==> src/rtl/wr_arbiter.sv <==
// Round-robin arbiter sharing one DDR write channel among up to four wr_cell writers.
// Define WR_ARB_TIMEOUT_EN to enable the REQ/DATA watchdog (TIMEOUT_CYCLES).
module wr_arbiter #(
  parameter int unsigned CH_NUM         = 4,
  parameter int unsigned ADDR_WIDTH     = 27,
  parameter int unsigned DQ_WIDTH       = 32,
  parameter int unsigned LEN_WIDTH      = 16,
  parameter int unsigned TIMEOUT_CYCLES = 4096
) (
  input  logic                           i_ddr_clk,
  input  logic                           i_ddr_rst,
  input  logic [CH_NUM-1:0]              i_s_wreq,
  input  logic [CH_NUM*ADDR_WIDTH-1:0]   i_s_waddr,
  input  logic [CH_NUM*LEN_WIDTH-1:0]    i_s_wr_len,
  input  logic [CH_NUM*8*DQ_WIDTH-1:0]   i_s_wdata,
  output logic [CH_NUM-1:0]              o_s_wdata_req,
  output logic [CH_NUM-1:0]              o_s_wdone,
  output logic                           o_ddr_wreq,
  output logic [ADDR_WIDTH-1:0]          o_ddr_waddr,
  output logic [LEN_WIDTH-1:0]           o_ddr_wr_len,
  output logic [8*DQ_WIDTH-1:0]          o_ddr_wdata,
  input  logic                           i_ddr_wdata_req,
  input  logic                           i_ddr_wdone,
  output logic [CH_NUM-1:0]              o_arb_grant,
  output logic                           o_arb_busy,
  output logic                           o_arb_err
);
  localparam int unsigned DW = 8 * DQ_WIDTH;
  localparam int unsigned BW = LEN_WIDTH + 1;

  typedef enum logic [1:0] {StIdle, StReq, StData, StDone} state_t;

  state_t                  r_state;
  logic [1:0]              r_ptr;
  logic [CH_NUM-1:0]       r_grant;
  logic                    r_wreq;
  logic [ADDR_WIDTH-1:0]   r_waddr;
  logic [LEN_WIDTH-1:0]    r_wr_len;
  logic                    r_busy;
  logic                    r_err;
  logic [BW-1:0]           r_beat;

  logic                    w_found;
  logic [1:0]              w_win;
  logic [1:0]              w_idx;
  logic [DW-1:0]           w_wdata;
  logic [BW-1:0]           w_beat_nxt;
  logic                    w_beat_over;

  // Search starts one past the last winner, so every waiting channel is served within CH_NUM grants
  always_comb begin
    w_found = 1'b0;
    w_win   = 2'd0;
    w_idx   = 2'd0;
    for (int k = 1; k <= int'(CH_NUM); k++) begin
      w_idx = 2'((int'(r_ptr) + k) % int'(CH_NUM));
      if (!w_found && i_s_wreq[w_idx]) begin
        w_found = 1'b1;
        w_win   = w_idx;
      end
    end
  end

  always_comb begin
    w_wdata = '0;
    for (int i = 0; i < int'(CH_NUM); i++) begin
      if (r_grant[i]) w_wdata = w_wdata | i_s_wdata[i*DW +: DW];
    end
  end

  assign w_beat_nxt  = (&r_beat) ? r_beat : r_beat + 1'b1;
  assign w_beat_over = w_beat_nxt > {1'b0, r_wr_len};

`ifdef WR_ARB_TIMEOUT_EN
  localparam int unsigned TW = (TIMEOUT_CYCLES > 1) ? $clog2(TIMEOUT_CYCLES) : 1;
  logic [TW-1:0] r_tmo;
`else
  logic w_unused_tmo;
  assign w_unused_tmo = ^TIMEOUT_CYCLES;
`endif

  always_ff @(posedge i_ddr_clk or posedge i_ddr_rst) begin
    if (i_ddr_rst) begin
      r_state  <= StIdle;
      r_ptr    <= 2'(CH_NUM - 1);
      r_grant  <= '0;
      r_wreq   <= 1'b0;
      r_waddr  <= '0;
      r_wr_len <= '0;
      r_busy   <= 1'b0;
      r_err    <= 1'b0;
      r_beat   <= '0;
`ifdef WR_ARB_TIMEOUT_EN
      r_tmo    <= '0;
`endif
    end else begin
      r_err <= 1'b0;
      unique case (r_state)
        StIdle: begin
          if (i_ddr_wdata_req) r_err <= 1'b1;
          if (w_found) begin
            r_grant  <= CH_NUM'(1) << w_win;
            r_ptr    <= w_win;
            r_waddr  <= i_s_waddr[w_win*ADDR_WIDTH +: ADDR_WIDTH];
            r_wr_len <= i_s_wr_len[w_win*LEN_WIDTH +: LEN_WIDTH];
            r_wreq   <= 1'b1;
            r_busy   <= 1'b1;
            r_beat   <= '0;
`ifdef WR_ARB_TIMEOUT_EN
            r_tmo    <= '0;
`endif
            r_state  <= StReq;
          end
        end
        StReq: begin
          if (i_ddr_wdone) r_err <= 1'b1;
          if (i_ddr_wdata_req) begin
            r_wreq  <= 1'b0;
            r_beat  <= BW'(1);
            if (r_wr_len == '0) r_err <= 1'b1;
            r_state <= StData;
          end
        end
        StData: begin
          if (i_ddr_wdata_req) begin
            r_beat <= w_beat_nxt;
            if (w_beat_over) r_err <= 1'b1;
          end
          if (i_ddr_wdone) r_state <= StDone;
        end
        StDone: begin
          if (i_ddr_wdata_req) r_err <= 1'b1;
          r_grant <= '0;
          r_busy  <= 1'b0;
          r_state <= StIdle;
        end
        default: r_state <= StIdle;
      endcase
`ifdef WR_ARB_TIMEOUT_EN
      // Abort overrides any handshake seen on the same edge; r_ptr keeps the aborted channel
      if (r_state == StReq || r_state == StData) begin
        r_tmo <= r_tmo + 1'b1;
        if (r_tmo == TW'(TIMEOUT_CYCLES - 1)) begin
          r_err   <= 1'b1;
          r_wreq  <= 1'b0;
          r_grant <= '0;
          r_busy  <= 1'b0;
          r_state <= StIdle;
        end
      end
`endif
    end
  end

  assign o_s_wdata_req = {CH_NUM{i_ddr_wdata_req}} & r_grant;
  assign o_s_wdone     = {CH_NUM{i_ddr_wdone && (r_state == StData)}} & r_grant;
  assign o_ddr_wreq    = r_wreq;
  assign o_ddr_waddr   = r_waddr;
  assign o_ddr_wr_len  = r_wr_len;
  assign o_ddr_wdata   = w_wdata;
  assign o_arb_grant   = r_grant;
  assign o_arb_busy    = r_busy;
  assign o_arb_err     = r_err;

endmodule

==> config.mk <==
export PLATFORM = sky130hd
export DESIGN_NAME = wr_arbiter
export DESIGN_NICKNAME = d
export VERILOG_FILES = /design/src/rtl/wr_arbiter.sv
export SDC_FILE = /design/constraint.sdc
export NUM_CORES = 1
export LEC_CHECK = 0
export CAP_MARGIN = 20
export CELL_PAD_IN_SITES_DETAIL_PLACEMENT = 1
export CELL_PAD_IN_SITES_GLOBAL_PLACEMENT = 2
export CORE_AREA = 2 2 591 593
export CTS_CLUSTER_SIZE = 12
export DETAILED_ROUTE_END_ITERATION = 8
export DIE_AREA = 0 0 593 595
export PLACE_DENSITY = 0.43
export SLEW_MARGIN = 20
export SYNTH_ARGS = -nofsm -noshare
export SYNTH_HDL_FRONTEND = slang
export SYNTH_SLANG_ARGS = --single-unit
==> constraint.sdc <==
create_clock -name i_ddr_clk -period 3.35 [get_ports i_ddr_clk]
set_input_delay 0.335 -clock i_ddr_clk [delete_from_list [all_inputs] [get_ports i_ddr_clk]]
set_output_delay 0.335 -clock i_ddr_clk [all_outputs]
set_load 0.05 [all_outputs]
=== Word level (Yosys, flattened, before mapping) ===
Index checks and enable logic that the tools add are counted.

* $add $sub $neg: 5
* Multiply operators: 1
* Order comparisons: 5
* Equal/unequal tests: 7
* Shift-type cells: 3
* Mux-type cells: 42
* Bitwise logic cells: 5
* Reductions and logical operators: 19

{| class="wikitable"
|+ Operator list
! cell !! count
|-
| $mux W256 || 4
|-
| $or A256 B256 Y256 || 3
|-
| $shiftx A108 B8 Y27 || 1
|-
| $mux W17 || 4
|-
| $shiftx A64 B7 Y16 || 1
|-
| $pmux W17 S3 || 1
|-
| $add A17 B1 Y17 const B || 1
|-
| $gt A17 B16 Y1 || 1
|-
| $reduce_and A17 Y1 || 1
|-
| $logic_not A16 Y1 || 1
|-
| $mux W1 || 16
|-
| $mux W2 || 7
|-
| $lt A2 B3 Y1 const B || 4
|-
| $and A4 B4 Y4 || 2
|-
| $bmux W1 S2 || 4
|-
| $ne A2 B2 Y1 const B || 4
|-
| $pmux W2 S4 || 1
|-
| $pmux W4 S2 || 1
|-
| $mul A2 B5 Y7 const B || 1
|-
| $reduce_and A3 Y1 || 2
|-
| $add A2 B1 Y2 const B || 2
|-
| $add A2 B2 Y2 const B || 2
|-
| $eq A2 B2 Y1 const B || 2
|-
| $logic_and A1 B1 Y1 || 4
|-
| 12 further kinds || 17
|}

* Bits in registers: 71
* Input bits: 1,204
* Word-level logic and storage cells: 96

=== Depth between registers and ports, before layout ===
* Depth after elaboration: 16
* Depth in mapped cells: 12
* Gate-level depth less buffers: 12

=== Worst setup path before layout ===
No wires, ideal clock.

* Path kind: register to register
* From: reg r_beat[0]
* To: reg r_err (netlist: o_arb_err)
* Arrival: 2,516 ps
* Required time: 3,230 ps
* Setup slack: 714 ps
* Cell stages (with the launch flop): 12
* Period minus slack after synthesis: 2,636 ps
* Cell sequence: dfrtp_1 ha_1 nand4_1 or2_2 o21ai_2 nor2_1 xnor2_1 ha_1 nand4_1 nor3_1 a21oi_1 a41o_1

* Word-level cells in the longest chain between the ends: 6
* Elaborated cells between the ends (all ways): 7
* Those cells by class: 1 x add/sub; 1 x order compare; 4 x mux; 1 x reduce/logical

{| class="wikitable"
|+ RTL lines
! item !! RTL line !! RTL
|-
| start: declaration || 41 || <nowiki>logic [BW-1:0] r_beat;</nowiki>
|-
| start signal: assignment || 126 || <nowiki>r_beat <= w_beat_nxt;</nowiki>
|-
| $add A17 B1 Y17 / $reduce_and A17 Y1 (equally long branches) || 71 || <nowiki>assign w_beat_nxt = (&r_beat) ? r_beat : r_beat + 1'b1;</nowiki>
|-
| $mux W17 * || 71 ||
|-
| $gt A17 B16 Y1 * || 72 || <nowiki>assign w_beat_over = w_beat_nxt > {1'b0, r_wr_len};</nowiki>
|-
| $mux W1 * || 127 || <nowiki>if (w_beat_over) r_err <= 1'b1;</nowiki>
|-
| $mux W1 * || 125 || <nowiki>if (i_ddr_wdata_req) begin</nowiki>
|-
| $pmux W1 S3 * || 98 || <nowiki>unique case (r_state)</nowiki>
|-
| end signal: assignment || 97 || <nowiki>r_err <= 1'b0;</nowiki>
|-
| end signal: assignment || 100 || <nowiki>if (i_ddr_wdata_req) r_err <= 1'b1;</nowiki>
|-
| end signal: assignment || 127 ||
|-
| end: declaration || 40 || <nowiki>logic r_err;</nowiki>
|}

Mark *: on every way between the ends. The rest lies on a longest branch, timed or not.
A chain may end at the register's enable or synchronous reset.

=== Worst setup path in the final report ===
* From: reg r_grant[1] (netlist: o_arb_grant[1])
* To: out o_ddr_wdata[35]

* Word-level cells in the longest chain between the ends: 5

{| class="wikitable"
|+ RTL lines
! item !! RTL line !! RTL
|-
| start: declaration || 35 || <nowiki>logic [CH_NUM-1:0] r_grant;</nowiki>
|-
| start signal: assignment || 102 || <nowiki>r_grant <= CH_NUM'(1) << w_win;</nowiki>
|-
| $mux W256 * || 67 || <nowiki>if (r_grant[i]) w_wdata = w_wdata | i_s_wdata[i*DW +: DW];</nowiki>
|-
| $or A256 B256 Y256 || 67 ||
|-
| $mux W256 * || 67 ||
|-
| $or A256 B256 Y256 || 67 ||
|-
| $mux W256 * || 67 ||
|-
| end: declaration || 21 || <nowiki>output logic [8*DQ_WIDTH-1:0] o_ddr_wdata,</nowiki>
|}

Marks and branches as above.

==> flow_summary.ini <==
[run_status]
run_status = finished clean

[detailed_routing]
vias = 20420
first_pass_iters = 5
wl_met2_um = 146500
drc = 0
totalWireLength_um = 269800
met1_length_um = 87530
wl_per_cell_um = 35.35
drt-initial-drc-count = 1302
dr.max_layer_used = met5
viasPerCell = 2.676
route.met3.wl_um = 26360
drtAntennaViolNets = 0

[clock_tree]
ctsHtreeMaxLevel = 3
clock_sinks = 71
cts_hold_buf = 0
path_clk_slew_ps = 70
numCtsBuffers = 9
clockBufferDepth = 2
tritoncts = yes
clk-insertion-delay-late_ps = 370
clk_root_buffer_cell = clkbuf_16

[yosys]
syn_area_per_cell_um2 = 7.247
syn_inst = 1460
synth_edf_count = 0
netlist_top_cells_area = a22oi_1 36%, dfrtp_1 16%, nand2_1 12%, mux2i_1 8.1%, mux2_2 4.8%
yosysTopAreaCellShare = 0.3633
synth_nets = 2686
synth_area_um2 = 10580
synth_ff_type = dfrtp_1
async_flop_share = 1.000
ys_warn_count = 0
ys_ff_latch = 71
seq_area_frac_synth = 0.1682
synth_top_area_cell = a22oi_1
ys_types = 58

[setup_path]
cp_max_fo = 24
cp_data_required_time_ps = 3010
arrival_ps = 2870
crit_type = reg -> out
end_kind = output port
critPathLaunchType = flip-flop

[sta]
setup_tns_ps = 0
fin_crit_sh = 0.9570
worst_slack_ps = 144.1
fin_skew_ps = 12.43
tightest_slew_ps = 954.1
whs_ps = 438.7
fmax_ghz = 0.3119
rsz0062_at_grt = no
drv_slew = 0
min_period_ps = 3206
report.final.hold_viol_count = 0
relSlewSlack = 0.3619
finalSetupViolations = 0

[global_route]
grt_start_max_net_pins = 64
grt_usage = 0.1465
grt_pass1_wl_um = 315300
overflow = 0
grt_pass1_vias = 21390
antenna_found_initial = 269

[die]
top_level_ports = 1518
coreArea_um2 = 347300
die_area_um2 = 352800
die_y_um = 595
rows = 217
die_x_um = 593
start_util = 0.03047

[power_and_ir_drop]
vdd_drop_max_uv = 411.4
leakage_nw = 11.68
power_density_nw_per_um2 = 776.6

[final_layout]
regArea_um2 = 1794
final_common_cell = clkdlybuf4s50_1
fill_cells = 41170
multi_input_area_um2 = 8085
layout-drive-gt1-share = 0.1419
final_cell_mix = 1,313 x clkdlybuf4s50_1, 511 x a22oi_1, 326 x nand2_1
nNetsFinal = 4201
area.growth.synth_to_final_pct = 208.4

[worst_hold_path]
hold_class = in -> async

[run]
cap_violations = 0

[placement]
port-buffer-count = 1517
place_ws_ps = 101.1
place.gp.congestion = 0.9422
hpwl_um = 248700
final timing paths:
| path | slack (ps) | cells past startpoint | start | to |
|---|---|---|---|---|
| max | 140 | 5 | o_arb_grant[1] | o_ddr_wdata[35] |
| min | 440 | 2 | i_ddr_rst | o_ddr_waddr[12] |
| max reg2reg | 210 | 11 | r_beat[0] | o_arb_err |
| min reg2reg | 490 | 2 | o_ddr_waddr[5] | o_ddr_waddr[5] |
| max in group asynchronous | 1910 | 4 | i_ddr_rst | o_ddr_wr_len[1] |
| min in group i_ddr_clk | 490 | 2 | o_ddr_waddr[5] | o_ddr_waddr[5] |
metrics by stage:
stage | util | total power, mW | area [µm²] | instances
after floorplan | - | 12.60 | 10580 | 1460
after global placement | 0.09257 | 25.09 | 32150 | 7560
after detailed placement | 0.09257 | 25.03 | 32150 | 7560
after CTS | 0.09347 | 26.24 | 32460 | 7576
after global routing | 0.09373 | 26.69 | 32550 | 7599
final | 0.09397 | 25.34 | 32630 | 7632
final cells by class:
type,instances,share of cell area
Tap cell,4599,0.1763
Multi-Input combinational cell,1209,0.2478
Inverter,29,0.003374
Antenna cell,53,0.004064
Timing Repair Buffer,1655,0.5041
Clock buffer,10,0.007324
Sequential cell,71,0.05498
Clock inverter,6,0.002071
synth_stat cells (3+ instances only):
master / instances
and2_1: 5
buf_2: 9
mux2_2: 45
and3_1: 8
a22oi_1: 512
nor2_1: 22
nand2b_1: 5
nand3_1: 11
nor3_1: 3
a31oi_1: 8
o31a_1: 3
mux2i_1: 86
a21oi_1: 14
ha_1: 22
a32o_1: 3
or3_1: 3
xor2_1: 3
a21o_1: 3
clkbuf_1: 124
buf_4: 5
o21ai_1: 46
o21ai_0: 18
nor4_1: 4
xnor2_1: 10
nand2_1: 327
dfrtp_1: 69
o41ai_1: 5
a211oi_1: 3
nand4_1: 8
inv_1: 29
o211ai_1: 3
buf_1: 8
flip-flops by register name, indices dropped and copies added, names as in the netlist:
signal        count
o_arb_busy        1
o_arb_err         1
o_arb_grant       4
o_ddr_waddr      27
o_ddr_wr_len     16
o_ddr_wreq        1
r_beat           17
r_ptr             2
r_state           2
repair_timing:
action	in CTS	in global routing
setup buffers	0	3
setup endpoints to repair	1	1
gates resized for setup	1	3
pin swaps	0	1
layer usage:
layer | global-route usage | vias to the layer above
met5 | 0 | -
met2 | 0.2888 | 1471
met1 | 0.1404 | 9605
met4 | 0.03539 | 96
li1 | - | 8740
met3 | 0.05467 | 511
where the power goes:
group	internal, mW	switching [mW]	total (mW)
clock network	0.600	0.461	1.06
registers	1.21	0.604	1.81
logic	7.12	15.4	22.5
logic make-up after synthesis:
logic type | synth area share
adders and majority gates | 0.02602
DFF | 0.1682
AOI/OAI and AO/OA | 0.4366
xor gates and xnor gates | 0.01076
buffers and inverters | 0.07155
and+or+nand+nor | 0.1576
muxes | 0.1293
critical path: stages (launching register included):
cell and delay (ps):
dfrtp_4 720, buf_12 280, buf_12 180, a22oi_1 410, nand2_1 120, clkdlybuf4s50_1 730
Power figures use the tool's default switching activity.
